<file path="src/rtl/alu_pkg.sv">
// alu_pkg: shared opcode constants and data width for the datapath ALU
//   DATA_W   : datapath width (8)
//   alu_op_e : 4-bit operation codes ALU_ADD .. ALU_RSVD, shared with the control unit
package alu_pkg;
    localparam int DATA_W = 8;
    typedef enum logic [3:0] {
        ALU_ADD  = 4'd0,
        ALU_SUB  = 4'd1,
        ALU_AND  = 4'd2,
        ALU_OR   = 4'd3,
        ALU_XOR  = 4'd4,
        ALU_NOR  = 4'd5,
        ALU_SLL  = 4'd6,
        ALU_SRL  = 4'd7,
        ALU_SRA  = 4'd8,
        ALU_SLT  = 4'd9,
        ALU_SLTU = 4'd10,
        ALU_NOTA = 4'd11,
        ALU_PASSB = 4'd12,
        ALU_INC  = 4'd13,
        ALU_DEC  = 4'd14,
        ALU_RSVD = 4'd15
    } alu_op_e;
endpackage

</file>
<file path="src/rtl/alu_if.sv">
// alu_if: operand/control/result bundle between control unit and ALU
//   SrcA, SrcB, ALUControl : operands and operation select (master drives)
//   ALUResult, Zero        : registered result and zero flag (slave drives)
//   Carry, Overflow, Negative : extra flags, only with ALU_EXT_FLAGS_EN
interface alu_if;
    import alu_pkg::*;
    logic [DATA_W-1:0] SrcA;
    logic [DATA_W-1:0] SrcB;
    logic [3:0]        ALUControl;
    logic [DATA_W-1:0] ALUResult;
    logic              Zero;
`ifdef ALU_EXT_FLAGS_EN
    logic              Carry;
    logic              Overflow;
    logic              Negative;
    modport master (output SrcA, SrcB, ALUControl, input ALUResult, Zero, Carry, Overflow, Negative);
    modport slave  (input SrcA, SrcB, ALUControl, output ALUResult, Zero, Carry, Overflow, Negative);
`else
    modport master (output SrcA, SrcB, ALUControl, input ALUResult, Zero);
    modport slave  (input SrcA, SrcB, ALUControl, output ALUResult, Zero);
`endif
endinterface

</file>
<file path="src/rtl/alu_shifter.sv">
// alu_shifter: combinational 8-bit logical left, logical right and arithmetic right shifts
//   a     : value to shift
//   shamt : shift amount 0..7
//   sll, srl, sra : shifted results (zero fill, zero fill, sign fill)
module alu_shifter
    import alu_pkg::*;
(
    input  logic [DATA_W-1:0] a,
    input  logic [2:0]        shamt,
    output logic [DATA_W-1:0] sll,
    output logic [DATA_W-1:0] srl,
    output logic [DATA_W-1:0] sra
);
    assign sll = a << shamt;
    assign srl = a >> shamt;
    assign sra = $signed(a) >>> shamt;
endmodule

</file>
<file path="src/rtl/alu.sv">
// alu: registered 8-bit ALU, 16 ops, result and Zero loaded every clock
//   clk   : rising-edge clock
//   rst_n : asynchronous active-low reset (ALUResult=0, Zero=1, flags=0)
//   bus   : alu_if.slave (SrcA, SrcB, ALUControl in; ALUResult, Zero out)
//   ALU_EXT_FLAGS_EN : adds registered Carry, Overflow, Negative
module alu
    import alu_pkg::*;
(
    input  logic clk,
    input  logic rst_n,
    alu_if.slave bus
);
    logic [DATA_W-1:0] a, b, sll, srl, sra, res;
    alu_op_e op;
    assign a  = bus.SrcA;
    assign b  = bus.SrcB;
    assign op = alu_op_e'(bus.ALUControl);
    alu_shifter u_shifter (.a(a), .shamt(b[2:0]), .sll(sll), .srl(srl), .sra(sra));
    always_comb begin
        res = '0;
        case (op)
            ALU_ADD:   res = a + b;
            ALU_SUB:   res = a - b;
            ALU_AND:   res = a & b;
            ALU_OR:    res = a | b;
            ALU_XOR:   res = a ^ b;
            ALU_NOR:   res = ~(a | b);
            ALU_SLL:   res = sll;
            ALU_SRL:   res = srl;
            ALU_SRA:   res = sra;
            ALU_SLT:   res = {7'd0, $signed(a) < $signed(b)};
            ALU_SLTU:  res = {7'd0, a < b};
            ALU_NOTA:  res = ~a;
            ALU_PASSB: res = b;
            ALU_INC:   res = a + 8'd1;
            ALU_DEC:   res = a - 8'd1;
            default:   res = '0;
        endcase
    end
    always_ff @(posedge clk or negedge rst_n) begin
        if (!rst_n) begin
            bus.ALUResult <= '0;
            bus.Zero      <= 1'b1;
        end else begin
            bus.ALUResult <= res;
            bus.Zero      <= res == '0;
        end
    end
`ifdef ALU_EXT_FLAGS_EN
    logic c, v;
    // Carry is carry-out for ADD/INC and borrow for SUB/DEC; overflow uses operand/result sign bits
    always_comb begin
        c = 1'b0;
        v = 1'b0;
        case (op)
            ALU_ADD: begin
                c = (9'(a) + 9'(b)) > 9'd255;
                v = (a[7] == b[7]) && (res[7] != a[7]);
            end
            ALU_SUB: begin
                c = a < b;
                v = (a[7] != b[7]) && (res[7] != a[7]);
            end
            ALU_INC: begin
                c = a == 8'hFF;
                v = a == 8'h7F;
            end
            ALU_DEC: begin
                c = a == 8'h00;
                v = a == 8'h80;
            end
            default: ;
        endcase
    end
    always_ff @(posedge clk or negedge rst_n) begin
        if (!rst_n) begin
            bus.Carry    <= 1'b0;
            bus.Overflow <= 1'b0;
            bus.Negative <= 1'b0;
        end else begin
            bus.Carry    <= c;
            bus.Overflow <= v;
            bus.Negative <= res[7];
        end
    end
`endif
endmodule

</file>
<file path="src/flat_wrapper.sv">
// flat-port wrapper written by rule: the top's interface ports become plain ports
module alu_flat import alu_pkg::*;
  (clk, rst_n, bus_SrcA, bus_SrcB, bus_ALUControl, bus_ALUResult, bus_Zero);
  alu_if bus_i ();
  input  logic clk;
  input  logic rst_n;
  input wire logic [$bits(bus_i.SrcA)-1:0] bus_SrcA;
  input wire logic [$bits(bus_i.SrcB)-1:0] bus_SrcB;
  input wire logic [$bits(bus_i.ALUControl)-1:0] bus_ALUControl;
  output wire logic [$bits(bus_i.ALUResult)-1:0] bus_ALUResult;
  output wire logic [$bits(bus_i.Zero)-1:0] bus_Zero;
  assign bus_i.SrcA = bus_SrcA;
  assign bus_i.SrcB = bus_SrcB;
  assign bus_i.ALUControl = bus_ALUControl;
  assign bus_ALUResult = bus_i.ALUResult;
  assign bus_Zero = bus_i.Zero;
  alu u_core (.clk(clk), .rst_n(rst_n), .bus(bus_i));
endmodule
</file>
<file path="config.mk">
export PLATFORM = sky130hd
export DESIGN_NAME = alu_flat
export DESIGN_NICKNAME = d
export VERILOG_FILES = /design/src/rtl/alu_pkg.sv /design/src/rtl/alu_if.sv /design/src/rtl/alu_shifter.sv /design/src/rtl/alu.sv /design/src/flat_wrapper.sv
export SDC_FILE = /design/constraint.sdc
export NUM_CORES = 1
export LEC_CHECK = 0
export ABC_AREA = 1
export BUFFER_PORTS_ARGS = -buffer_cell sky130_fd_sc_hd__buf_2
export CORE_MARGIN = 10
export CORE_UTILIZATION = 40
export CTS_CLUSTER_SIZE = 12
export DETAILED_ROUTE_END_ITERATION = 6
export PLACE_DENSITY_LB_ADDON = 0.08
export SYNTH_ARGS = -nofsm -noshare
export SYNTH_HDL_FRONTEND = slang
export SYNTH_SLANG_ARGS = --single-unit
export TNS_END_PERCENT = 1
</file>
<file path="constraint.sdc">
create_clock -name clk -period 0.8 [get_ports clk]
set_input_delay 0.08 -clock clk [delete_from_list [all_inputs] [get_ports clk]]
set_output_delay 0.08 -clock clk [all_outputs]
set_load 0.03 [all_outputs]
</file>
==> impl_metrics.prom <==
# TYPE chip_impl_metric gauge
chip_impl_info{name="status",value="finished with violations"} 1
chip_impl_info{name="violations_in_the_final_reports",value="negative setup slack"} 1
chip_impl_metric{name="core",unit="um2"} 6350
chip_impl_metric{name="synth-compound-area-share",unit="%"} 7.87
chip_impl_metric{name="seq_area_frac_synth",unit="%"} 8.64
chip_impl_metric{name="number_of_global_route_vias_before_repair",unit=""} 3519
chip_impl_metric{name="seq_cell_area",unit="um2"} 226
chip_impl_metric{name="finalMaxSlewViolations",unit=""} 0
chip_impl_metric{name="place_hpwl",unit="mm"} 9.16
chip_impl_metric{name="finalNetCount",unit=""} 702
chip_impl_metric{name="synthDistinctLibCells",unit=""} 33
chip_impl_metric{name="parity_gate_share_of_the_synthesized_area_counting_xor_and_xnor_cells",unit="%"} 1.00
chip_impl_metric{name="max_slew.worst_pin.slew",unit="ns"} 0.487
chip_impl_metric{name="routed_wire_length_per_instance",unit="um"} 15.4
chip_impl_metric{name="powerDensity",unit="nW/um2"} 928
chip_impl_metric{name="synth-async-reset-ratio",unit="%"} 100
chip_impl_info{name="tritoncts",value="yes"} 1
chip_impl_metric{name="globalplace.congestion",unit=""} 0.991
chip_impl_metric{name="report.final.hold_viol_count",unit=""} 0
chip_impl_info{name="rsz0062_at_grt",value="yes"} 1
chip_impl_metric{name="synth-edff-count",unit=""} 0
chip_impl_metric{name="netlist_instances",unit=""} 489
chip_impl_metric{name="floorplan_die_height",unit="um"} 101
chip_impl_metric{name="area_growth",unit="%"} 62.5
chip_impl_metric{name="antenna-diode-count",unit=""} 0
chip_impl_metric{name="design.portCount",unit=""} 31
chip_impl_metric{name="worst-path-buf-inv",unit=""} 4
chip_impl_metric{name="maxCapViolCount",unit=""} 0
chip_impl_metric{name="largest_net_degree_at_the_start_of_global_routing",unit=""} 22
chip_impl_metric{name="cts_buffer_depth",unit=""} 2
chip_impl_metric{name="antenna_viol_nets_final",unit=""} 0
chip_impl_metric{name="post-route-period-util",unit="%"} 236
chip_impl_metric{name="number_of_standard_cell_rows_in_the_floorplan",unit=""} 29
chip_impl_metric{name="maxClockFrequency",unit="MHz"} 530
chip_impl_metric{name="layout-drive-gt1-share",unit="%"} 36.9
chip_impl_metric{name="fin_total_pwr",unit="W"} 0.00396
chip_impl_metric{name="yosysWarnings",unit=""} 0
chip_impl_info{name="critical_path.top_delay_family",value="simple AND/OR/NAND/NOR gates"} 1
chip_impl_metric{name="setup_viol_count_final",unit=""} 18
chip_impl_metric{name="dr_total_vias",unit=""} 3690
chip_impl_metric{name="htreeDepth",unit=""} 1
chip_impl_metric{name="avgSynthCellArea",unit="um2"} 5.36
chip_impl_metric{name="synth_simple_gate_area_share",unit="%"} 53.3
chip_impl_metric{name="via_per_inst",unit=""} 5.13
chip_impl_info{name="root_buffer",value="sky130_fd_sc_hd__clkbuf_8"} 1
chip_impl_metric{name="timing.setup.tns",unit="ns"} -8.62
chip_impl_metric{name="synth-adder-area-share",unit="%"} 17.7
chip_impl_metric{name="drt-total-wl",unit="mm"} 11.1
chip_impl_metric{name="max_stage_delay",unit="ns"} 0.29
chip_impl_metric{name="die-area",unit="um2"} 10200
chip_impl_info{name="cp-start-kind",value="primary input"} 1
chip_impl_metric{name="drt_drc_violations_left",unit=""} 0
chip_impl_info{name="worst_hold_path_type",value="in -> async"} 1
chip_impl_metric{name="antenna_found_initial",unit=""} 0
chip_impl_metric{name="muxShareOfSynthArea",unit="%"} 0
chip_impl_metric{name="clock_sinks",unit=""} 9
chip_impl_metric{name="worst_path_maximum_fanout",unit=""} 4
chip_impl_metric{name="relSlewSlack",unit="%"} 67.4
chip_impl_metric{name="whs",unit="ns"} 0.253
chip_impl_metric{name="grtUsageTotal",unit="%"} 21.7
chip_impl_metric{name="grt_overflow",unit=""} 0
chip_impl_info{name="endpoint_kind",value="flop"} 1
chip_impl_info{name="crit_path_top_delay_cell",value="sky130_fd_sc_hd__ha_4"} 1
chip_impl_metric{name="fillcell_total",unit=""} 583
chip_impl_metric{name="cts.reportedPaths.clkPinSlew",unit="ns"} 0.04
chip_impl_metric{name="worst_ep_arrival_time",unit="ns"} 2.05
chip_impl_metric{name="placed_cells_incl_taps",unit=""} 699
chip_impl_metric{name="vdd_drop_max",unit="V"} 0.00175
chip_impl_metric{name="ys_seq_elements",unit=""} 9
chip_impl_info{name="worst-setup-path-type",value="in -> reg"} 1
chip_impl_metric{name="power.leakage",unit="nW"} 2.39
chip_impl_info{name="main_combinational_cell_family_by_area_after_synthesis",value="simple AND/OR/NAND/NOR gates"} 1
chip_impl_metric{name="worst-endpoint-required",unit="ns"} 0.96
chip_impl_metric{name="grt_first_pass_wirelength",unit="mm"} 18.0
chip_impl_metric{name="drt_first_iter_violations",unit=""} 244
chip_impl_metric{name="cts_made_buffers",unit=""} 3
chip_impl_info{name="critical_path.cell_chain",value="buf_12 -> inv_8 -> ha_4 -> inv_2 -> nor2_4 -> nand2_1 -> xor2_1 -> nand2_1 -> nand2_2 -> ha_4 -> nand2_2 -> inv_2 -> nand4_1 -> nand3_2 -> nand2_1 -> nand3_2 -> nand3_2 -> nor2_2 -> nand3_1 -> nor2_1"} 1
chip_impl_metric{name="start_util",unit="%"} 41.3
chip_impl_metric{name="instances_no_fill",unit=""} 720
chip_impl_metric{name="port_buffers",unit=""} 30
chip_impl_metric{name="floorplan.die.width",unit="um"} 101
chip_impl_metric{name="dr.pass1.iters",unit=""} 5
chip_impl_metric{name="footprint_of_the_multi_input_gates",unit="um2"} 2360
chip_impl_metric{name="netlist_area",unit="um2"} 2620
chip_impl_info{name="top_ff_cell_synth",value="sky130_fd_sc_hd__dfrtp_1"} 1
chip_impl_metric{name="period_needed",unit="ns"} 1.89
chip_impl_metric{name="final.setup.worst_slack",unit="ns"} -1.09
chip_impl_metric{name="postSynthNetCount",unit=""} 547
chip_impl_metric{name="preCtsSetupSlack",unit="ns"} -1.51
==> cell usage after synthesis, drive strengths merged, types with 2 or more instances <==
| cell | count | area, um2 |
|---|---|---|
| nor2 | 68 | 258 |
| ha | 34 | 425 |
| a21oi | 17 | 85.1 |
| nor3 | 4 | 25.0 |
| nand4 | 11 | 68.8 |
| fa | 2 | 40.0 |
| clkbuf | 2 | 7.51 |
| xor2 | 2 | 17.5 |
| nand3 | 82 | 415 |
| buf | 6 | 45.0 |
| or2 | 2 | 12.5 |
| nand2 | 158 | 598 |
| inv | 65 | 244 |
| dfrtp | 8 | 200 |
| o21ai | 17 | 85.1 |
==> path summary, 6_finish.rpt <==
kind / from / endpoint / slack, ns / cells after the start
max: bus_SrcB[1] / u_core.bus.Zero / -1.09 / 20
min: rst_n / u_core.bus.ALUResult[6] / 0.25 / 2
max in group asynchronous: rst_n / u_core.bus.Zero / 0.31 / 2
min in group clk: bus_SrcB[1] / u_core.bus.ALUResult[1] / 0.49 / 8
==> routing by layer <==
layer	up-vias	part of all wire [%]	track usage, %
met1	1662	46	28.9
met5	-	0	0
met2	120	46	35.4
met3	22	4.5	2.06
li1	1886	-	-
met4	0	3.6	7.61
==> cell usage in the layout, fill, tap and decap left out, drive strengths merged <==
| cell | instances |
|---|---|
| a211oi | 1 |
| nand3 | 82 |
| and3 | 1 |
| a21boi | 1 |
| o21bai | 1 |
| a21oi | 17 |
| nand2b | 1 |
| dlygate4sd3 | 1 |
| fa | 2 |
| buf | 157 |
| clkbuf | 4 |
| nand2 | 158 |
| dfstp | 1 |
| clkinv | 1 |
| o21ai | 17 |
| nand3b | 1 |
| xnor2 | 1 |
| inv | 65 |
| nor3 | 4 |
| a31oi | 1 |
| or2 | 2 |
| xor2 | 2 |
| nand4 | 11 |
| o211ai | 1 |
| nor2 | 68 |
| dfrtp | 8 |
| ha | 34 |
==> registers in the layout, summed over array words and instances, names as in the netlist <==
signal / count
u_core.bus.ALUResult: 8
u_core.bus.Zero: 1
==> power by group <==
group | internal, W | switching (W) | total, W
clock network | 0.000346 | 0.000165 | 0.000511
registers | 0.000533 | 0.0000347 | 0.000567
logic | 0.00133 | 0.00155 | 0.00288
total | 0.00221 | 0.00175 | 0.00396
==> logic make-up after synthesis <==
family                     after synthesis
adders and majority gates               36
AOI/OAI and AO/OA                       39
and+or+nand+nor                        328
DFF                                      9
xor gates and xnor gates                 3
buffers and inverters                   74
==> layout make-up <==
type                    count  area share (%)
repair buffers            158            29.6
clock buffers               4            1.06
multi-input cells         406            55.4
flip-flops and latches      9            5.31
inverters                  66            6.31
well taps                  77            2.26
==> per-stage QoR <==
| step | instance area [um2] | utilization, % |
|---|---|---|
| after global placement | 3730 | 58.8 |
| after CTS | 4180 | 65.8 |
| after floorplan | 2720 | - |
| final | 4260 | 67.1 |
| after global routing | 4260 | 67.1 |
| after detailed placement | 3730 | 58.8 |
==> timing repair <==
action,in CTS,in global routing
hold endpoints to repair,9,0
setup buffers,11,5
endpoints found under the setup margin,18,18
pin swaps,33,22
hold buffers,1,0
resized for setup,93,21
Power figures use the tool's default switching activity.
